[src/rtl/line_buffer_ctrl.sv]
// -----------------------------------------------------------------------------
// line_buffer_ctrl
// Sequences four single-line pixel buffers into a rolling 3-row window.
// Incoming pixels fill one buffer per line, rotating through all four. Once
// three full lines are stored, a row pass reads the three oldest buffers in
// lockstep and presents their taps as {top,mid,bot}. The fourth buffer keeps
// taking writes during the pass.
//
// Ports
//   clk          system clock, rising edge
//   rst          synchronous active-high reset (also forwarded as lb_rst)
//   pixel        incoming 8-bit pixel
//   pixel_valid  pixel present; taken when pixel_valid && in_ready
//   in_ready     room for another pixel (occupancy below four lines)
//   lb_rst       reset to the four line buffers
//   lb_pixel     pixel forwarded to the buffers
//   lb_wr_en     one-hot write strobe to the buffer being filled
//   lb_rd_en     read-advance strobes to the three buffers being read
//   lb_data0..3  24-bit tap outputs of buffers 0..3
//   window       {top,mid,bot} taps, top = oldest line
//   out_valid    window valid
//   out_ready    downstream accepts the window
//   line_done    one-cycle pulse after the last window of a row pass
// -----------------------------------------------------------------------------
module line_buffer_ctrl #(
    parameter int IMG_WIDTH = 640,
    parameter int CNT_W     = $clog2(4 * IMG_WIDTH + 1)
) (
    input  logic        clk,
    input  logic        rst,
    input  logic [7:0]  pixel,
    input  logic        pixel_valid,
    output logic        in_ready,
    output logic        lb_rst,
    output logic [7:0]  lb_pixel,
    output logic [3:0]  lb_wr_en,
    output logic [3:0]  lb_rd_en,
    input  logic [23:0] lb_data0,
    input  logic [23:0] lb_data1,
    input  logic [23:0] lb_data2,
    input  logic [23:0] lb_data3,
    output logic [71:0] window,
    output logic        out_valid,
    input  logic        out_ready,
    output logic        line_done
);

    localparam int LINE_W = (IMG_WIDTH > 1) ? $clog2(IMG_WIDTH) : 1;
    localparam logic [LINE_W-1:0] LINE_LAST = LINE_W'(IMG_WIDTH - 1);
    localparam logic [CNT_W-1:0]  OCC_FULL  = CNT_W'(4 * IMG_WIDTH);
    localparam logic [CNT_W-1:0]  OCC_START = CNT_W'(3 * IMG_WIDTH);
    localparam logic [CNT_W-1:0]  OCC_LINE  = CNT_W'(IMG_WIDTH);

    typedef enum logic [0:0] {
        ST_IDLE = 1'b0,
        ST_READ = 1'b1
    } state_t;

    state_t             state_r;
    state_t             state_nxt_s;
    logic [1:0]         wr_sel_r;
    logic [1:0]         rd_sel_r;
    logic [LINE_W-1:0]  wr_cnt_r;
    logic [LINE_W-1:0]  rd_cnt_r;
    logic [CNT_W-1:0]   occ_r;
    logic [CNT_W-1:0]   occ_nxt_s;
    logic               line_done_r;
    logic               accept_s;
    logic               hs_s;
    logic               rd_last_s;
    logic               wr_last_s;
    logic [3:0]         rd_mask_s;
    logic [23:0]        taps_s [4];
    logic [1:0]         mid_sel_s;
    logic [1:0]         bot_sel_s;

    // Handshake qualifiers; reset blocks any transfer in the reset cycle itself.
    assign in_ready  = rst ? 1'b1 : (occ_r < OCC_FULL);
    assign accept_s  = pixel_valid && in_ready && !rst;
    assign hs_s      = out_valid && out_ready;
    assign rd_last_s = hs_s && (rd_cnt_r == LINE_LAST);
    assign wr_last_s = accept_s && (wr_cnt_r == LINE_LAST);

    assign lb_rst    = rst;
    assign lb_pixel  = pixel;
    assign lb_wr_en  = accept_s ? (4'b0001 << wr_sel_r) : 4'b0000;
    assign line_done = line_done_r && !rst;

    // Window mux: the 2-bit select arithmetic wraps mod 4 on its own.
    assign taps_s[0] = lb_data0;
    assign taps_s[1] = lb_data1;
    assign taps_s[2] = lb_data2;
    assign taps_s[3] = lb_data3;
    assign mid_sel_s = rd_sel_r + 2'd1;
    assign bot_sel_s = rd_sel_r + 2'd2;
    assign window    = {taps_s[rd_sel_r], taps_s[mid_sel_s], taps_s[bot_sel_s]};

    // FSM state register.
    always_ff @(posedge clk) begin
        if (rst) begin
            state_r <= ST_IDLE;
        end else begin
            state_r <= state_nxt_s;
        end
    end

    // FSM next-state: start a pass on registered occupancy, end it on the last read.
    always_comb begin
        state_nxt_s = state_r;
        case (state_r)
            ST_IDLE: begin
                if (occ_r >= OCC_START) begin
                    state_nxt_s = ST_READ;
                end else begin
                    state_nxt_s = ST_IDLE;
                end
            end
            ST_READ: begin
                if (rd_last_s) begin
                    state_nxt_s = ST_IDLE;
                end else begin
                    state_nxt_s = ST_READ;
                end
            end
            default: state_nxt_s = ST_IDLE;
        endcase
    end

    // FSM outputs: valid window in READ, read strobes to the three oldest buffers.
    always_comb begin
        out_valid = 1'b0;
        rd_mask_s = 4'b0000;
        case (state_r)
            ST_READ: out_valid = !rst;
            ST_IDLE: out_valid = 1'b0;
            default: out_valid = 1'b0;
        endcase
        case (rd_sel_r)
            2'd0:    rd_mask_s = 4'b0111;
            2'd1:    rd_mask_s = 4'b1110;
            2'd2:    rd_mask_s = 4'b1101;
            2'd3:    rd_mask_s = 4'b1011;
            default: rd_mask_s = 4'b0000;
        endcase
        if (hs_s) begin
            lb_rd_en = rd_mask_s;
        end else begin
            lb_rd_en = 4'b0000;
        end
    end

    // Occupancy next value: add a pixel per accept, release a line per finished pass.
    always_comb begin
        occ_nxt_s = occ_r;
        case ({accept_s, rd_last_s})
            2'b10:   occ_nxt_s = occ_r + CNT_W'(1);
            2'b01:   occ_nxt_s = occ_r - OCC_LINE;
            2'b11:   occ_nxt_s = occ_r - OCC_LINE + CNT_W'(1);
            default: occ_nxt_s = occ_r;
        endcase
    end

    // Write side: pixel counter within the line and the buffer being filled.
    always_ff @(posedge clk) begin
        if (rst) begin
            wr_cnt_r <= {LINE_W{1'b0}};
            wr_sel_r <= 2'd0;
        end else if (wr_last_s) begin
            wr_cnt_r <= {LINE_W{1'b0}};
            wr_sel_r <= wr_sel_r + 2'd1;
        end else if (accept_s) begin
            wr_cnt_r <= wr_cnt_r + LINE_W'(1);
        end
    end

    // Read side: window counter within the pass, oldest-line pointer, done pulse.
    always_ff @(posedge clk) begin
        if (rst) begin
            rd_cnt_r    <= {LINE_W{1'b0}};
            rd_sel_r    <= 2'd0;
            line_done_r <= 1'b0;
        end else begin
            line_done_r <= rd_last_s;
            if (rd_last_s) begin
                rd_cnt_r <= {LINE_W{1'b0}};
                rd_sel_r <= rd_sel_r + 2'd1;
            end else if (hs_s) begin
                rd_cnt_r <= rd_cnt_r + LINE_W'(1);
            end
        end
    end

    // Occupancy register.
    always_ff @(posedge clk) begin
        if (rst) begin
            occ_r <= {CNT_W{1'b0}};
        end else begin
            occ_r <= occ_nxt_s;
        end
    end

endmodule

[config.mk]
export PLATFORM = sky130hd
export DESIGN_NAME = line_buffer_ctrl
export DESIGN_NICKNAME = d
export VERILOG_FILES = /design/src/rtl/line_buffer_ctrl.sv
export SDC_FILE = /design/constraint.sdc
export NUM_CORES = 1
export LEC_CHECK = 0
export CAP_MARGIN = 10
export CELL_PAD_IN_SITES_DETAIL_PLACEMENT = 2
export CELL_PAD_IN_SITES_GLOBAL_PLACEMENT = 2
export CORE_UTILIZATION = 25
export CTS_CLUSTER_DIAMETER = 100
export DETAILED_ROUTE_END_ITERATION = 7
export PLACE_DENSITY = 0.95
export REMOVE_ABC_BUFFERS = 1
export SYNTH_ARGS = -nofsm -noshare
export SYNTH_HDL_FRONTEND = slang
export SYNTH_SLANG_ARGS = --single-unit
[constraint.sdc]
create_clock -name clk -period 7.61 [get_ports clk]
set_input_delay 0.761 -clock clk [delete_from_list [all_inputs] [get_ports clk]]
set_output_delay 0.761 -clock clk [all_outputs]
set_load 0.005 [all_outputs]
==> qor.yml, run 1 <==
power:
  pwr-share-clk: 0.366
  powerDensity_nw_per_um2: 97.9
  ir_drop_mv: 0.0695
  seqPwrFrac: 0.352
  power.switching_uw: 139
  switching_share: 0.242
  p_leak_uw: 0.00188
  power.internal_uw: 437
  power_frac_comb: 0.283
setup_path:
  arrival_ns: 3.41
  crit-reg2reg-launch: "occ_r[9]"
  reg2reg_depth: 5
  slowest_stage: "ha_1"
  required_ns: 6.85
  path_cells: "inv_1, ha_1, mux4_2, clkdlybuf4s50_1"
  worst-setup-path-type: "reg2out"
  crit_path_end_kind: "output pin"
  reg2reg_setup_slack_ns: 5.02
  critPathMaxFanout: 40
  r2r-end: "occ_r[11]"
  cp-start-kind: "flip-flop"
  max_stage_delay_ns: 1.14
cts:
  ctsResizeCount: 0
  post_cts_buffers: 0
  clockBufferDepth: 2
  clk_latency_ns: 0.28
  cts_buffers: 5
  htree_levels: 2
  clock_sinks: 38
  cts-root-buf: "clkbuf_16"
  cts.clk_slew.worst_paths_ns: 0.06
  cts_tree: "yes"
  postCtsHoldBufs: 0
yosys:
  ys_ff_latch: 38
  synth_area_um2: 3810
  syn_area_per_cell_um2: 10.9
  async_reset_ff_frac: 0
  yosysWarnings: 0
  synth_cells: 349
  synth-seq-area-share: 0.199
  synth_flop_cell: "dfxtp_1"
  synth-edff-count: 0
  synth_cell_types: 43
die:
  fp.dieW_um: 126
  rows: 44
  start_util: 0.260
  die_h_um: 126
  io_pins: 200
  core_um2: 14700
  die_area_um2: 15800
grt:
  grtUsageTotal: 0.199
  antenna_found_initial: 0
  grt_pass1_vias: 4202
  grt_pass1_wl_um: 24400
  grt_max_degree: 51
  grt-ovfl-total: 0
timing:
  fmax_mhz: 240
  finalSetupTns_ns: 0
  post-route-min-period_ns: 4.17
  hold_viol: 0
  drv_slew: 0
  fin_skew_ns: 0.00509
  setup_viol: 0
  tightestPinTransition_ns: 1.19
  rsz0062_at_grt: "no"
  period_share: 0.548
  relSlewSlack: 0.207
route:
  wl_um: 15700
  wl_per_cell_um: 22.6
  vias: 3774
  firstDrtPassIters: 8
  postRouteAntennaNets: 0
  dr.first_iter.drc_count: 218
  route.detailed.drc: 23
  vias_per_cell: 5.44
hold_path:
  worstHoldPathType: "reg2reg"
  hold_start: "rd_cnt_r[1]"
  hold_end: "rd_cnt_r[1]"
  holdPathStages: 2
cells_and_area:
  regArea_um2: 766
  design_area_um2: 5890
  diodes: 0
  final.fill_count: 1539
  layout-drive-gt1-share: 0.178
  multiInputGateArea_um2: 2840
  fin_cells: 694
  syn_to_final_growth_pct: 54.4
  nets: 630
place:
  postPlaceCellArea_um2: 5740
  dp.cells: 686
  gp_congestion: 0.877
  hpwlAfterDp_um: 12500
  io_buffers: 183
outcome:
  status: "finished with violations"
  violations: "design-rule violations"
job:
  max_cap_viol_count: 0
==> through the flow <==
| step | hold WS [ns] | power, µW | worst slack (ns) | utilization |
|---|---|---|---|---|
| floorplan | 0.454 | 248 | 2.12 | - |
| global placement | 0.465 | 363 | 3.80 | 0.390 |
| detailed placement | 0.495 | 370 | 3.68 | 0.390 |
| CTS | 0.504 | 585 | 3.36 | 0.401 |
| global route | 0.537 | 603 | 3.15 | 0.401 |
| finish | 0.495 | 577 | 3.44 | 0.401 |
==> power by group through the flow <==
stage | logic, µW | registers [µW] | clock network [µW]
3_5_place_dp | 163 | 207 | 0
6_report | 163 | 203 | 211
5_1_grt | 171 | 203 | 229
3_3_place_gp | 157 | 207 | 0
4_1_cts | 164 | 203 | 218
2_1_floorplan | 40.9 | 207 | 0
==> synthesized netlist by cell type, types with 10 or more instances <==
cell type,n,area [µm²]
nor3_1,11,55.1
inv_1,11,41.3
clkbuf_1,10,37.5
nand2_1,24,90.1
buf_1,13,48.8
nor2_1,39,146
ha_1,13,163
xnor2_1,15,131
nand3_1,11,55.1
dfxtp_1,38,761
xor2_1,11,96.3
mux4_2,72,1620
==> area by class of cell <==
cell class / count / share of cell area
tap: 184 / 0.0391
inverter: 12 / 0.00765
clock buffer: 6 / 0.0236
multi-input combinational: 266 / 0.483
clock inverter: 2 / 0.00212
timing repair buffer: 186 / 0.315
sequential: 38 / 0.130
==> cells in the final DEF (no fill, tap or decap), types with 5 or more instances in the layout <==
master / n
clkbuf_16: 5
xor2_1: 11
and2_1: 9
nor2_1: 39
a21oi_1: 7
dfxtp_1: 36
nand2_1: 24
nand3_1: 11
inv_1: 11
nor3_1: 11
mux4_2: 72
ha_1: 13
xnor2_1: 15
nand4_1: 6
clkdlybuf4s50_1: 183
==> how the worst max path moves through the flow <==
| stage | startpoint | to | slack [ns] |
|---|---|---|---|
| 4_1_cts | rd_sel_r[0] | window[36] | 3.36 |
| 3_3_place_gp | rd_sel_r[0] | window[38] | 3.80 |
| 6_report | rd_sel_r[0] | window[36] | 3.44 |
| 3_5_place_dp | rd_sel_r[0] | window[36] | 3.68 |
| 2_1_floorplan | rd_sel_r[0] | window[24] | 2.12 |
| 5_1_grt | rd_sel_r[0] | window[36] | 3.15 |
==> cell families (layout without fill, tap and decap cells) <==
kind of cell             count (synthesis)  in the layout  synth area share
adder cells (fa/ha/maj)                 13             13            0.0426
AND/OR/NAND/NOR                        128            128             0.169
multiplexers                            76             76             0.436
XOR/XNOR                                26             26            0.0597
buffers and inverters                   45            206            0.0551
AO/OA/AOI/OAI                           23             23            0.0390
flip-flops                              38             38             0.199
==> layer usage <==
layer | wire length (µm) | global-route usage | vias to the layer above | part of all wire
met5 | 0 | 0 | - | 0
met4 | 505 | 0.0696 | 0 | 0.032
met3 | 1170 | 0.0381 | 24 | 0.075
met2 | 8190 | 0.364 | 161 | 0.52
met1 | 5810 | 0.230 | 1930 | 0.37
li1 | - | - | 1659 | -
==> worst max-delay path, delay by kind of cell, from the launching register on <==
| kind | cells | cell delay, ns |
|---|---|---|
| adders and majority gates | 1 | 1.14 |
| buffers and inverters | 2 | 0.79 |
| DFF | 1 | 0.81 |
| muxes | 1 | 0.39 |
==> state kept, by name (all words and copies together) (netlist names) <==
signal	flops
line_done_r	1
rd_sel_r	2
state_r	1
wr_cnt_r	10
occ_r	12
wr_sel_r	2
rd_cnt_r	10
Power figures use the tool's default switching activity.
==> inputs of run 2 (changes only) <==
--- a/config.mk
+++ b/config.mk
@@ -8,10 +8,10 @@
 export CAP_MARGIN = 10
 export CELL_PAD_IN_SITES_DETAIL_PLACEMENT = 2
 export CELL_PAD_IN_SITES_GLOBAL_PLACEMENT = 2
-export CORE_UTILIZATION = 25
+export CORE_UTILIZATION = 21
 export CTS_CLUSTER_DIAMETER = 100
 export DETAILED_ROUTE_END_ITERATION = 7
-export PLACE_DENSITY = 0.95
+export PLACE_DENSITY = 0.86
 export REMOVE_ABC_BUFFERS = 1
 export SYNTH_ARGS = -nofsm -noshare
 export SYNTH_HDL_FRONTEND = slang
==> constraint.sdc (replaced) <==
create_clock -name clk -period 3.7 [get_ports clk]
set_input_delay 0.37 -clock clk [delete_from_list [all_inputs] [get_ports clk]]
set_output_delay 0.37 -clock clk [all_outputs]
set_load 0.005 [all_outputs]
==> qor.yml, run 2 (same netlist as run 1, synthesis figures left out) <==
cts:
  ctsResizeCount: 0  # unchanged
  cts_tree: "yes"
  clk_latency_ns: 0.28  # about the same
  cts_buffers: 5  # unchanged
  post_cts_buffers: 0  # unchanged
  postCtsHoldBufs: 0  # unchanged
  clock_sinks: 38  # unchanged
  cts-root-buf: "clkbuf_16"
  htree_levels: 2  # unchanged
  cts.clk_slew.worst_paths_ns: 0.06  # about the same
  clockBufferDepth: 2  # unchanged
setup_path:
  required_ns: 3.33  # -3.52 ns
  r2r-end: "occ_r[11]"
  cp-start-kind: "input pin"
  reg2reg_depth: 5  # unchanged
  crit_path_end_kind: "output pin"
  critPathMaxFanout: 25  # -38%
  crit-reg2reg-launch: "occ_r[9]"
  reg2reg_setup_slack_ns: 1.25  # -3.77 ns
  arrival_ns: 2.29  # -1.12 ns
  worst-setup-path-type: "in2out"
cells_and_area:
  syn_to_final_growth_pct: 56.8
  diodes: 0  # unchanged
  nets: 632  # +0.32%
  final_common_cell: "clkdlybuf4s50_1"
  largest_reg_flops: 12  # unchanged
  final_cell_mix: "clkdlybuf4s50_1 (183), mux4_2 (72), nor2_1 (39)"
  reg_top3: "occ_r x12, rd_cnt_r x10, wr_cnt_r x10"
  layout-drive-gt1-share: 0.182  # +0.00321
  regMostFlops: "occ_r"
route:
  vias: 3747  # -0.72%
  dr.first_iter.drc_count: 116  # -47%
  postRouteAntennaNets: 0  # unchanged
  firstDrtPassIters: 4  # -4
  wl_per_cell_um: 21.2  # -6.3%
  route.detailed.drc: 0  # -100%
  wl_um: 15600  # -0.50%
  vias_per_cell: 5.08  # -6.5%
die:
  io_pins: 200  # unchanged
  die_area_um2: 18700  # +19%
  rows: 48  # +9.1%
  start_util: 0.218  # -0.0420
  core_um2: 17500  # +19%
  die_h_um: 137  # +9.0%
  fp.dieW_um: 137  # +9.0%
timing:
  period_share: 0.720
  fmax_mhz: 375
  rsz0062_at_grt: "no"
  fin_skew_ns: 0.00608  # +0.000989 ns
  worst_slack_ns: 1.04  # -2.40 ns
  relSlewSlack: 0.544  # +0.337
  post-route-min-period_ns: 2.66
  tightestPinTransition_ns: 0.684  # -0.506 ns
  drv_slew: 0  # unchanged
  setup_viol: 0  # unchanged
  hold_viol: 0  # unchanged
outcome:
  status: "finished, final reports clean"
place:
  hpwlAfterDp_um: 12500  # -0.61%
  io_buffers: 183  # unchanged
  gp_congestion: 0.822  # -6.3%
  place_ws_ns: 0.870  # -2.81 ns
power:
  powerDensity_nw_per_um2: 206  # +110%
  ir_drop_mv: 0.155  # +120%
  p_leak_uw: 0.00190  # +1.2%
  finalPower_uw: 1230  # +110%
grt:
  grt-ovfl-total: 0  # unchanged
  grt_pass1_vias: 4073  # -3.1%
  grt_pass1_wl_um: 23500  # -3.6%
  grt_max_degree: 75  # +47%
  grtUsageTotal: 0.164  # -0.0353
  antenna_found_initial: 0  # unchanged
hold_path:
  worstHoldPathType: "reg2reg"
  holdPathStages: 2  # unchanged
  hold_start: "rd_cnt_r[1]"
  hold_end: "rd_cnt_r[1]"
job:
  max_cap_viol_count: 0  # unchanged
## run 2: cell types whose count changed in the layout (fill, tap and decap cells not counted)
cell / delta
buf_12: +1
buf_4: +1
bufinv_16: +1
clkbuf_8: -1
clkinv_2: +1
clkinvlp_4: -1
## run 2: layer usage
layer  global-route usage  up-vias  wire, µm
li1                     -     1657         -
met1                0.177     1896      5790
met2                0.318      173      8170
met3               0.0326       21      1260
met4               0.0458        0       382
met5                    0        -         0
## run 2: layout make-up
cell class / instances / area (µm²)
multi-input combinational: 266 / 2840
tap: 225 / 282
clock inverter: 3 / 40.0
inverter: 12 / 45.0
timing repair buffer: 188 / 1880
sequential: 38 / 766
clock buffer: 5 / 125
fill: 1883 / 11600
## run 2: stage by stage
| step | cell area [µm²] | utilization | TNS, ns | instances | hold WS, ns |
|---|---|---|---|---|---|
| detailed placement | 5820 | 0.332 | 0 | 729 | 0.486 |
| floorplan | 3650 | - | -55.80 | 316 | 0.439 |
| CTS | 5980 | 0.341 | 0 | 737 | 0.496 |
| finish | 5980 | 0.341 | 0 | 737 | 0.492 |
| global route | 5980 | 0.341 | 0 | 737 | 0.532 |
| global placement | 5820 | 0.332 | 0 | 729 | 0.460 |
## run 2: power by group
group	leakage (µW)	switching, µW	total (µW)	internal, µW
Sequential	0.000308	4.91	417	412
Clock	0.0000836	168	483	315
Combinational	0.00151	110	332	221
## run 2: worst max-delay path by stage
stage	start	to	depth (start not counted)
after global placement	rst	occ_r[11]	7
after global routing	occ_r[9]	lb_wr_en[3]	4
final	rst	lb_wr_en[3]	6
after floorplan	rd_sel_r[0]	window[24]	3
after detailed placement	rst	occ_r[11]	7
after CTS	rst	lb_wr_en[3]	6
## run 2: critical path: stages
cell and delay (ns):
clkdlybuf4s50_1 0.42, buf_4 0.24, inv_1 0.17, and3_1 0.38, and2_1 0.20, clkdlybuf4s50_1 0.52
==> patch: new RTL, flow settings as in run 2 <==
Compare `rd_cnt_r` against `LINE_LAST` with >= in place of ==.
--- a/src/rtl/line_buffer_ctrl.sv
+++ b/src/rtl/line_buffer_ctrl.sv
@@ -79,5 +79,5 @@
     assign accept_s  = pixel_valid && in_ready && !rst;
     assign hs_s      = out_valid && out_ready;
-    assign rd_last_s = hs_s && (rd_cnt_r == LINE_LAST);
+    assign rd_last_s = hs_s && (rd_cnt_r >= LINE_LAST);
     assign wr_last_s = accept_s && (wr_cnt_r == LINE_LAST);
 
Function: no difference found for any inputs over 10 cycles, from zero or initial values and one cycle with rst high; that may be too few to reach the edited logic, so the function may still have changed.
==> patch against run 2 <==
Synthesized area up 0.43%; register-to-register slack better by 0.21 ns; worst setup slack got worse by 0.31 ns; cell area increased by 0.19%; first-iteration DRC count down 4.3%; clock skew hardly changed; power barely moved; wire length down 0.13%; sequential cell count did not move; critical path depth shrank 1.
==> patch: results (changes against run 2) <==
Outcome:
- The run finished with clean final reports.

Cells and area:
- From synthesis to final layout, the design area changed by 56.47%.
- The fraction of area in registers is 0.1277 (-0.0002404).
- The area taken by multi-input logic gates is 2861 um^2 (+0.62%).
- The non-clock inverter instance count of the final layout is 9 (-3).
- The final net count is 621 (-1.7%).
- The multi-input logic cell count is 258 (-3.0%).
- The fraction of area in clock buffers and inverters is 0.02755 (-0.00005185).
- The fraction of final layout cells with drive strength greater than 1 is 0.1896 (+0.007980).

GRT:
- The met1 layer usage reported by global route came to 0.1700 (-0.007121).
- The met2 usage in global routing is 0.3143 (-0.003287).
- The overall fraction of global-route tracks in use is 0.1603 (-0.003231).
- The routing usage on met3 is 0.02926 (-0.003333).
- The number of global-route vias before repair was 4024 (-1.2%).

Drt:
- The amount of wire on met3 after detailed routing is 1.074 mm (-14%).
- The via count of the routed design is 3693 (-1.4%).
- The routed metal-1 wirelength is 5.667 mm (-2.1%).
- The amount of wire on met2 after detailed routing is 8.473 mm (+3.7%).
- The number of design-rule violations left by the first detailed-router iteration is 111 (-4.3%).

Placement:
- The instance area after placement is 5829 um^2 (+0.19%).
- The weighted congestion at the end of routability-driven global placement is 0.8334 (+1.4%).
- The placed wire-length estimate after detailed placement is 12.54 mm (+0.63%).

Power and ir drop:
- The maximum VDD drop is 0.0001368 V (-12%).
- The fraction of power consumed by the clock network was 0.393 (about the same).
- The switching component of the power is 0.2822 mW (-0.46%).
- The design internal power came to 0.9491 mW (about the same).

Synth:
- The parity-gate share of the synthesized area counting xor and xnor cells was 0.07315 (+0.01346).
- The commonest cells after synthesis are 72 x mux4_2, 42 x nor2_1, 38 x dfxtp_1.
- The share of the synthesized area in compound gates (AO/OA/AOI/OAI) is 0.04507 (+0.006039).

Worst setup path:
- The internal reg-to-reg setup slack is 1.46 ns (+0.21 ns).
- The worst register-to-register path begins at occ_r[7].
- The critical path launch point is rd_sel_r[1].
- The critical path capture point is window[42].

STA:
- The relative slew slack is 0.6380 (+0.09365).
-- patch: cell types whose count changed after synthesis, sizes merged, moves of 4 or more --
cell | run 2 | this run
xor2 | 11 | 19
a311oi | 0 | 4
or4 | 5 | 0
and2 | 9 | 5
nor3 | 11 | 5
-- patch: stage by stage --
step / std cells / utilization / hold WS [ns] / setup WS, ns / setup TNS [ns]
4_1_cts: 730 / 0.3348 / 0.4930 / 0.6892 / 0
6_report: 730 / 0.3348 / 0.4908 / 0.7271 / 0
5_1_grt: 730 / 0.3348 / 0.5297 / 0.5911 / 0
3_5_place_dp: 722 / 0.3256 / 0.4857 / 0.9095 / 0
2_1_floorplan: 305 / - / 0.4391 / -1.398 / -55.80
3_3_place_gp: 722 / 0.3256 / 0.4737 / 1.078 / 0
-- patch: worst max-delay path, cell delays in order (launching register included) --
cell             delay (ns)
dfxtp_2                0.59
inv_1                  0.16
ha_1                   0.32
buf_4                  0.35
mux4_2                 0.39
clkdlybuf4s50_1        0.50
